`config.mk`:
```
export PLATFORM = sky130hd
export DESIGN_NAME = sd_spi_host_cmd
export DESIGN_NICKNAME = d
export VERILOG_FILES = /design/src/rtl/sd_spi_host_cmd.sv
export SDC_FILE = /design/constraint.sdc
export NUM_CORES = 1
export LEC_CHECK = 0
export ABC_AREA = 1
export CORE_ASPECT_RATIO = 1.4
export CORE_MARGIN = 2
export CORE_UTILIZATION = 30
export DETAILED_ROUTE_END_ITERATION = 8
export GPL_ROUTABILITY_DRIVEN = 0
export PLACE_DENSITY = 0.53
export RECOVER_POWER = 50
export SYNTH_ARGS = -nofsm -noshare
export SYNTH_HDL_FRONTEND = slang
export SYNTH_SLANG_ARGS = --single-unit
```
`constraint.sdc`:
```
create_clock -name clk_50 -period 2.2 [get_ports clk_50]
set_input_delay 0.55 -clock clk_50 [delete_from_list [all_inputs] [get_ports clk_50]]
set_output_delay 0.55 -clock clk_50 [all_outputs]
set_load 0.05 [all_outputs]
```
`src/rtl/sd_spi_host_cmd.sv`:
```
`default_nettype none
// ============================================================================
//  Module   : sd_spi_host_cmd
//  Purpose  : SPI-mode SD host command engine. Optionally sends the power-up
//             clock train with CS_n high, then one 6-byte command frame, polls
//             for R1 and captures up to four trailing response bytes.
//  Revision : 1.0  initial release
// ============================================================================
module sd_spi_host_cmd #(
  parameter int CLK_DIV    = 6,
  parameter int NCR_MAX    = 8,
  parameter int INIT_BYTES = 10
) (
  input  logic        clk_50,
  input  logic        reset_n,
  input  logic        cmd_start,
  input  logic        init_clocks,
  input  logic [5:0]  cmd_index,
  input  logic [31:0] cmd_arg,
  input  logic [6:0]  cmd_crc,
  input  logic [2:0]  resp_extra_bytes,
  output logic        busy,
  output logic        done,
  output logic        timeout,
  output logic [7:0]  resp_r1,
  output logic [31:0] resp_data,
  output logic        spi_sclk,
  output logic        spi_mosi,
  output logic        spi_cs_n,
  input  logic        spi_miso
);

  localparam int               DIV_W     = (CLK_DIV > 1) ? $clog2(CLK_DIV) : 1;
  localparam logic [DIV_W-1:0] DIV_LAST  = DIV_W'(CLK_DIV - 1);
  localparam logic [7:0]       INIT_LAST = 8'(INIT_BYTES - 1);
  localparam logic [7:0]       NCR_LAST  = 8'(NCR_MAX - 1);

  typedef enum logic [3:0] {
    ST_IDLE    = 4'd0,
    ST_SETUP   = 4'd1,
    ST_INIT    = 4'd2,
    ST_PRE     = 4'd3,
    ST_CMD     = 4'd4,
    ST_WAIT_R1 = 4'd5,
    ST_EXTRA   = 4'd6,
    ST_POST    = 4'd7,
    ST_DONE    = 4'd8
  } state_t;

  state_t           state_q, state_d;
  logic             run_q, run_d;          // a byte is being shifted
  logic [DIV_W-1:0] div_q, div_d;          // position inside an SCLK half-period
  logic [2:0]       bit_q, bit_d;          // bit index inside the current byte
  logic [7:0]       tx_q, tx_d;            // outgoing shift register
  logic [7:0]       rx_q, rx_d;            // incoming shift register
  logic [7:0]       cnt_q, cnt_d;          // byte counter inside the current phase
  logic [5:0]       idx_q, idx_d;
  logic [31:0]      arg_q, arg_d;
  logic [6:0]       crc_q, crc_d;
  logic [2:0]       extra_q, extra_d;
  logic             init_q, init_d;
  logic             busy_q, busy_d;
  logic             done_q, done_d;
  logic             timeout_q, timeout_d;
  logic [7:0]       r1_q, r1_d;
  logic [31:0]      data_q, data_d;
  logic             sclk_q, sclk_d;
  logic             mosi_q, mosi_d;
  logic             cs_n_q, cs_n_d;

  logic             byte_end;
  logic             load;
  logic [7:0]       load_byte;

  // Next-state logic: command sequencing plus the mode-0 bit engine.
  always_comb begin
    state_d   = state_q;
    run_d     = run_q;
    div_d     = div_q;
    bit_d     = bit_q;
    tx_d      = tx_q;
    rx_d      = rx_q;
    cnt_d     = cnt_q;
    idx_d     = idx_q;
    arg_d     = arg_q;
    crc_d     = crc_q;
    extra_d   = extra_q;
    init_d    = init_q;
    busy_d    = busy_q;
    done_d    = 1'b0;
    timeout_d = timeout_q;
    r1_d      = r1_q;
    data_d    = data_q;
    sclk_d    = sclk_q;
    mosi_d    = mosi_q;
    cs_n_d    = cs_n_q;
    byte_end  = 1'b0;
    load      = 1'b0;
    load_byte = 8'hFF;

    case (state_q)
      ST_IDLE: begin
        if (cmd_start) begin
          idx_d     = cmd_index;
          arg_d     = cmd_arg;
          crc_d     = cmd_crc;
          extra_d   = (resp_extra_bytes > 3'd4) ? 3'd4 : resp_extra_bytes;
          init_d    = init_clocks;
          busy_d    = 1'b1;
          timeout_d = 1'b0;
          data_d    = 32'd0;
          state_d   = ST_SETUP;
        end
      end
      // One cycle of chip-select setup before the first SCLK activity.
      ST_SETUP: begin
        cs_n_d  = init_q;
        cnt_d   = 8'd0;
        state_d = init_q ? ST_INIT : ST_PRE;
      end
      ST_DONE: begin
        busy_d  = 1'b0;
        state_d = ST_IDLE;
      end
      default: begin
        if (!run_q) begin
          load = 1'b1;
        end else begin
          div_d = div_q + 1'b1;
          if (div_q == DIV_LAST) begin
            div_d = '0;
            if (!sclk_q) begin
              sclk_d = 1'b1;
              rx_d   = {rx_q[6:0], spi_miso};
            end else begin
              sclk_d = 1'b0;
              if (bit_q != 3'd7) begin
                bit_d  = bit_q + 3'd1;
                tx_d   = {tx_q[6:0], 1'b1};
                mosi_d = tx_q[6];
              end else begin
                byte_end = 1'b1;
              end
            end
          end
        end
      end
    endcase

    // Phase decisions at the falling edge that closes a byte.
    if (byte_end) begin
      case (state_q)
        ST_INIT: begin
          if (cnt_q == INIT_LAST) begin
            cnt_d   = 8'd0;
            cs_n_d  = 1'b0;
            state_d = ST_PRE;
          end else begin
            cnt_d = cnt_q + 8'd1;
          end
        end
        ST_PRE: begin
          cnt_d   = 8'd0;
          state_d = ST_CMD;
        end
        ST_CMD: begin
          if (cnt_q == 8'd5) begin
            cnt_d   = 8'd0;
            state_d = ST_WAIT_R1;
          end else begin
            cnt_d = cnt_q + 8'd1;
          end
        end
        ST_WAIT_R1: begin
          if (!rx_q[7]) begin
            r1_d    = rx_q;
            cnt_d   = 8'd0;
            state_d = (extra_q == 3'd0) ? ST_POST : ST_EXTRA;
          end else if (cnt_q == NCR_LAST) begin
            r1_d      = 8'hFF;
            timeout_d = 1'b1;
            state_d   = ST_POST;
          end else begin
            cnt_d = cnt_q + 8'd1;
          end
        end
        ST_EXTRA: begin
          data_d = {data_q[23:0], rx_q};
          if (cnt_q == {5'd0, extra_q} - 8'd1) begin
            state_d = ST_POST;
          end else begin
            cnt_d = cnt_q + 8'd1;
          end
        end
        ST_POST: begin
          run_d   = 1'b0;
          done_d  = 1'b1;
          cs_n_d  = 1'b1;
          mosi_d  = 1'b1;
          state_d = ST_DONE;
        end
        default: ;
      endcase
    end

    // Only the command frame carries data; every other byte is 0xFF.
    if (state_d == ST_CMD) begin
      case (cnt_d)
        8'd0:    load_byte = {2'b01, idx_q};
        8'd1:    load_byte = arg_q[31:24];
        8'd2:    load_byte = arg_q[23:16];
        8'd3:    load_byte = arg_q[15:8];
        8'd4:    load_byte = arg_q[7:0];
        8'd5:    load_byte = {crc_q, 1'b1};
        default: load_byte = 8'hFF;
      endcase
    end

    // Back-to-back byte loading: first bit goes out while SCLK is low.
    if (load || (byte_end && (state_d != ST_DONE))) begin
      run_d  = 1'b1;
      div_d  = '0;
      bit_d  = 3'd0;
      sclk_d = 1'b0;
      tx_d   = load_byte;
      mosi_d = load_byte[7];
    end
  end

  // State and registered-output flops with asynchronous clear.
  always_ff @(posedge clk_50 or negedge reset_n) begin
    if (!reset_n) begin
      state_q   <= ST_IDLE;
      run_q     <= 1'b0;
      div_q     <= '0;
      bit_q     <= 3'd0;
      tx_q      <= 8'hFF;
      rx_q      <= 8'hFF;
      cnt_q     <= 8'd0;
      idx_q     <= 6'd0;
      arg_q     <= 32'd0;
      crc_q     <= 7'd0;
      extra_q   <= 3'd0;
      init_q    <= 1'b0;
      busy_q    <= 1'b0;
      done_q    <= 1'b0;
      timeout_q <= 1'b0;
      r1_q      <= 8'hFF;
      data_q    <= 32'd0;
      sclk_q    <= 1'b0;
      mosi_q    <= 1'b1;
      cs_n_q    <= 1'b1;
    end else begin
      state_q   <= state_d;
      run_q     <= run_d;
      div_q     <= div_d;
      bit_q     <= bit_d;
      tx_q      <= tx_d;
      rx_q      <= rx_d;
      cnt_q     <= cnt_d;
      idx_q     <= idx_d;
      arg_q     <= arg_d;
      crc_q     <= crc_d;
      extra_q   <= extra_d;
      init_q    <= init_d;
      busy_q    <= busy_d;
      done_q    <= done_d;
      timeout_q <= timeout_d;
      r1_q      <= r1_d;
      data_q    <= data_d;
      sclk_q    <= sclk_d;
      mosi_q    <= mosi_d;
      cs_n_q    <= cs_n_d;
    end
  end

  assign busy      = busy_q;
  assign done      = done_q;
  assign timeout   = timeout_q;
  assign resp_r1   = r1_q;
  assign resp_data = data_q;
  assign spi_sclk  = sclk_q;
  assign spi_mosi  = mosi_q;
  assign spi_cs_n  = cs_n_q;

endmodule
`default_nettype wire

```
# [Word level (Yosys, flattened, before mapping)]
# Cells that the tools add are included.
[op_classes] reduce_logical=21 mux=81 n_addsub=4 order_cmp=1 n_eq_ne=24 n_bitwise=2
[ops] op="32-bit 2-to-1 mux" count=4
[ops] op="8-bit 2-to-1 mux" count=10
[ops] op="8-bit case mux with 6 select lines" count=1
[ops] op="7-bit 2-to-1 mux" count=6
[ops] op="8-bit case mux with 5 select lines" count=1
[ops] op="1-bit 2-to-1 mux" count=37
[ops] op="3-bit 2-to-1 mux" count=11
[ops] op="8-bit by 3-bit == test with 1-bit output, second input constant" count=4
[ops] op="4-bit 2-to-1 mux" count=7
[ops] op="4-bit case mux with 6 select lines" count=1
[ops] op="4-bit by 3-bit == test with 1-bit output, second input constant" count=5
[ops] op="8-bit by 2-bit == test with 1-bit output, second input constant" count=2
[ops] op="2-bit nonzero test" count=7
[ops] op="4-bit case mux with 3 select lines" count=1
[ops] op="8-bit by 1-bit adder with 8-bit output, second input constant" count=1
[ops] op="4-bit by 2-bit == test with 1-bit output, second input constant" count=2
[ops] op="8-bit by 1-bit == test with 1-bit output, second input constant" count=1
[ops] op="8-bit by 4-bit == test with 1-bit output, second input constant" count=1
[ops] op="8-bit == test" count=1
[ops] op="8-bit logical NOT" count=1
[ops] op="2-bit AND reduction" count=4
[ops] op="3-bit by 1-bit adder with 3-bit output, second input constant" count=2
[ops] op="3-bit AND reduction" count=2
[ops] op="5-bit AND reduction" count=1
[ops] op="17 further kinds" count=20
[word_totals] input_bits=53 word_cells=153 regBits=129

# [Logic depth before layout (Yosys ltp)]
# Gate-level depths: netlist of the first run.
[depth] depth_word=12 depth_mapped=23 mapped_depth_nobuf=23

# [Least setup slack after synthesis of the first run]
# OpenSTA, ideal clock, no wires.
[synth_path] path_kind="reg2reg" startpoint="register extra_q[0]" endpoint="register tx_q[1]" t_required_ps=2124 arrival_time_ps=2366 stages_incl_launch_ff=24 period_less_slack_ps=2441 path_slack_ps=-241 n_path_buf=0 setup_ps=76 path_cell_list="dfrtp_1 inv_1 ha_1 ha_1 nand2_1 nand2_1 inv_1 nand2_1 nor2_1 nand3_1 nand2_1 nand2_1 nand2_1 nand2_2 nor2_4 nand2_4 clkinv_2 nand2_2 nand2_4 nand3_1 nor2_1 nand2_1 nand2_1 nand2_1"
[synth_between] word_cells_on_any_way=30
[synth_lines] item="from (decl)" line_no="60" source="logic [2:0] extra_q, extra_d;"
[synth_lines] item="from (signal assigned)" line_no="264" source="extra_q <= extra_d;"
[synth_lines] item="3-bit by 1-bit subtractor with 4-bit output (*)" line_no="189" source="if (cnt_q == {5'd0, extra_q} - 8'd1) begin"
[synth_lines] item="8-bit == test (*)" line_no="189"
[synth_lines] item="8-bit 2-to-1 mux (*)" line_no="189"
[synth_lines] item="8-bit case mux with 5 select lines (*)" line_no="152" source="case (state_q)"
[synth_lines] item="8-bit 2-to-1 mux (*)" line_no="151" source="if (byte_end) begin"
[synth_lines] item="net cnt_d[6]" line_no="56" source="logic [7:0] cnt_q, cnt_d;"
[synth_lines] item="8-bit by 3-bit == test with 1-bit output, or another cell as far along" line_no="208" source="case (cnt_d)"
[synth_lines] item="8-bit case mux with 6 select lines (*)" line_no="208"
[synth_lines] item="8-bit 2-to-1 mux (*)" line_no="207" source="if (state_d == ST_CMD) begin"
[synth_lines] item="7-bit 2-to-1 mux (*)" line_no="220" source="if (load || (byte_end && (state_d != ST_DONE))) begin"
[synth_lines] item="to (signal assigned)" line_no="258" source="tx_q <= tx_d;"
[synth_lines] item="to (decl)" line_no="54" source="logic [7:0] tx_q, tx_d;"
# The timed path passes the listed nets; every way through them passes the cells marked *.
# A chain may end at the register's enable or synchronous reset.

# [Worst setup path after layout of the first run]
[layout_path] startpoint="register extra_q[0]" endpoint="register tx_q[0]"
# The elaborated chain is that of the path after synthesis.

==> impl_metrics.yaml, run 1 <==
sta:
  worst_slew_pin_slew_ns: 1.83
  final.setup.worst_slack_ns: -0.393
  rsz0062_at_grt: "yes"
  slew_violations: 34
  max_slew_margin_pct: -22.3
  hold_viol: 0
  fin_skew_ns: 0.00961
  min_period_ns: 2.59
  fin_crit_sh_pct: 118
  setup_viol: 10
  timing.fmax_ghz: 0.386
synthesis:
  avgSynthCellArea_sq_um: 7.87
  yosys_warnings: 0
  yosys-top-cells-count: "287 x nand2_1, 104 x dfrtp_1, 80 x o21ai_0"
  synth.distinct_cells: 42
  yosys.area.top_type_share_pct: 40.9
  yosysSeqAreaShare_pct: 51.3
  yosysMostFrequentCell: "nand2_1"
  synth_area_leaders: "dfrtp_1 41%, nand2_1 17%, dfstp_2 10%"
  synthFlopType: "dfrtp_1"
  synth_top_area_cell: "dfrtp_1"
  synth_edf_count: 0
  syn_area_sq_mm: 0.00636
  syn_nets: 867
  ys_async_sr_fraction_pct: 100
  ys_ff_latch: 129
  syn_inst: 808
cells_and_area:
  post-route-util_pct: 44.2
  finish.instance_area_sq_mm: 0.00926
  num_antenna_cells: 0
  drive_above_1_share_pct: 26.1
  fin_nets: 1068
  syn_to_final_growth_pct: 45.7
  fillCellCount: 2069
grt:
  grt_pass1_vias: 5730
  gr-total-overflow: 0
  antenna_found_initial: 0
  track_usage_pct: 16.4
  grt_max_degree: 65
  grt_first_pass_wirelength_microns: 28800
routing:
  drt_pass1_iterations: 4
  top_layer_used: "met4"
  drc: 0
  met1_length_microns: 7470
  vias: 5778
  wl_met3_microns: 501
  wl_met2_microns: 9120
  finalWirelength_microns: 17500
  wl_per_cell_microns: 13.6
  viasPerCell: 4.51
  ant_nets: 0
  drt-initial-drc-count: 325
placed_design:
  port_buffers: 98
  dp_slack_ns: -0.479
  dp_hpwl_microns: 12800
  placed_area_sq_mm: 0.00840
worst_setup_path:
  cp_max_fo: 8
  crit_slowest_cell: "dfrtp_1"
  startpoint: "extra_q[0]"
  crit_top_cell: "nand2_2"
  worstSetupStartpointType: "register"
  path_class: "reg2reg"
  cpPeakStageDelay_ns: 0.36
  critPathTopFamily: "simple AND/OR/NAND/NOR gates"
  crit_chain: "inv_2, ha_4, ha_4, nor2_2, nor2_1, nand2_1, nor2_2, nand3_2, nand2_2, nand2_4, nand2_2, nand2_2, nor2_4, nand2_4, nor2_4, buf_6, nand3_1, nand2_1, nor2_1, a21oi_1"
  worstPathArrival_ns: 2.95
  cp-end-kind: "register"
  path_buf_inv: 2
  r2r-start: "extra_q[0]"
  critPathRequiredTime_ns: 2.56
cts:
  cts_tree: "yes"
  cts.clk_slew.worst_paths_ns: 0.06
  cts_buffers: 17
  cts.sinks: 129
  htree_levels: 4
  insertion_delay_ns: 0.43
  root_buffer: "clkbuf_16"
  clk_path_buf_depth: 2
  cts_hold_buffers: 0
power:
  p_leak_nw: 4.27
  p_per_area_mw_per_mm2: 569
  irDropWorstVdd_mv: 0.472
die:
  initial_core_util_pct: 30.3
  row_count: 63
  die_y_microns: 176
  die_w_microns: 127
  core-area_sq_mm: 0.0210
  num_io_pins: 99
  die_area_sq_mm: 0.0224
outcome:
  status: "finished with violations"
  failed_checks: "capacitance limit, slew limit, setup timing"
min_path:
  hp-class: "reg2reg"
  hp-start: "tx_q[2]"
flow_run:
  cap_violations: 1
[metal layers]
metal / vias to the layer above / GRT usage, %
met5: - / 0
met4: 0 / 6.55
met3: 24 / 3.12
met2: 110 / 29.7
met1: 2672 / 19.0
li1: 2972 / -
[logic make-up (layout without fill, tap and decap cells)]
family / count (synthesis) / in the layout / synth area share [%]
xor+xnor: 4 / 4 / 0.551
flops: 129 / 129 / 51.3
simple gates: 469 / 469 / 32.1
mux: 1 / 1 / 0.177
buf+inv: 94 / 308 / 5.91
compound gates: 105 / 105 / 8.80
fa+ha+maj: 6 / 6 / 1.18
[path summary, 6_finish.rpt]
path / endpoint / slack (ns) / cells past startpoint
max: tx_q[0] / -0.39 / 20
min: tx_q[2] / 0.47 / 2
max reg2reg: tx_q[0] / -0.39 / 20
min reg2reg: tx_q[2] / 0.47 / 2
max in group asynchronous: rx_q[2] / 0.25 / 2
min in group asynchronous: resp_data[31] / 0.62 / 1
[repair_timing]
action,4_1_cts,5_1_grt
pin swaps,18,24
buffers inserted,5,7
setup endpoints to repair,18,31
hold endpoints to repair,0,0
gates cloned,0,0
gates resized for setup,50,45
[metrics by stage]
stage               setup TNS (ns)  hold WS (ns)  total power, mW  std cells
finish                       -3.05         0.469             5.27       1282
global route                -14.98         0.483             5.45       1282
CTS                          -2.85        0.0944             5.34       1276
detailed placement           -4.28         0.462             2.59       1239
global placement             -3.88         0.459             2.59       1239
floorplan                    -1.18         0.254             2.43        808
[worst reg2reg max path, cell delays in order, from the launching register on]
cell	delay, ns
dfrtp_1	0.36
inv_2	0.06
ha_4	0.16
ha_4	0.26
nor2_2	0.03
nor2_1	0.08
nand2_1	0.06
nor2_2	0.13
nand3_2	0.07
nand2_2	0.08
nand2_4	0.10
nand2_2	0.09
nand2_2	0.07
nor2_4	0.14
nand2_4	0.09
nor2_4	0.23
buf_6	0.18
nand3_1	0.08
nand2_1	0.08
nor2_1	0.08
a21oi_1	0.13
[cell usage in the layout (no fill, tap or decap), types with 17 or more instances in the layout]
cell               n
nand3_1           42
nand2_1          268
o21ai_0           73
inv_1             54
dfrtp_1          103
buf_4             96
nor2_1            71
clkbuf_16         17
nand2_2           19
clkdlybuf4s50_1   64
dfstp_2           25
[final cells by class]
| class | instances | area [sq um] | share of cell area, % |
|---|---|---|---|
| sequential | 129 | 3260 | 35.2 |
| multi-input combinational | 585 | 2990 | 32.3 |
| timing repair buffer | 209 | 1850 | 19.9 |
| clock buffer | 17 | 425 | 4.59 |
| tap | 260 | 325 | 3.51 |
| inverter | 67 | 268 | 2.89 |
| clock inverter | 15 | 143 | 1.54 |
[registers in the layout (all words and copies together) (netlist names)]
name and cells:
arg_q 32, bit_q 3, busy 1, cnt_q 8, crc_q 7, div_q 3
done 1, extra_q 3, idx_q 6, init_q 1, resp_data 32, resp_r1 8
run_q 1, rx_q 8, spi_cs_n 1, spi_mosi 1, spi_sclk 1, state_q 4
timeout 1, tx_q 7
[power by group]
part | internal (mW) | switching [mW]
Clock | 1.49 | 1.24
Sequential | 2.38 | 0.00403
Combinational | 0.0849 | 0.0620
Note: power is estimated with default switching activity, not from simulation.
==> run 2, diff against run 1 <==
- GPL_TIMING_DRIVEN: default -> 1
- HOLD_SLACK_MARGIN: default -> 0.06
==> results of run 2 <==
No change in the layout: final DEF, timing and power equal those of run 1.
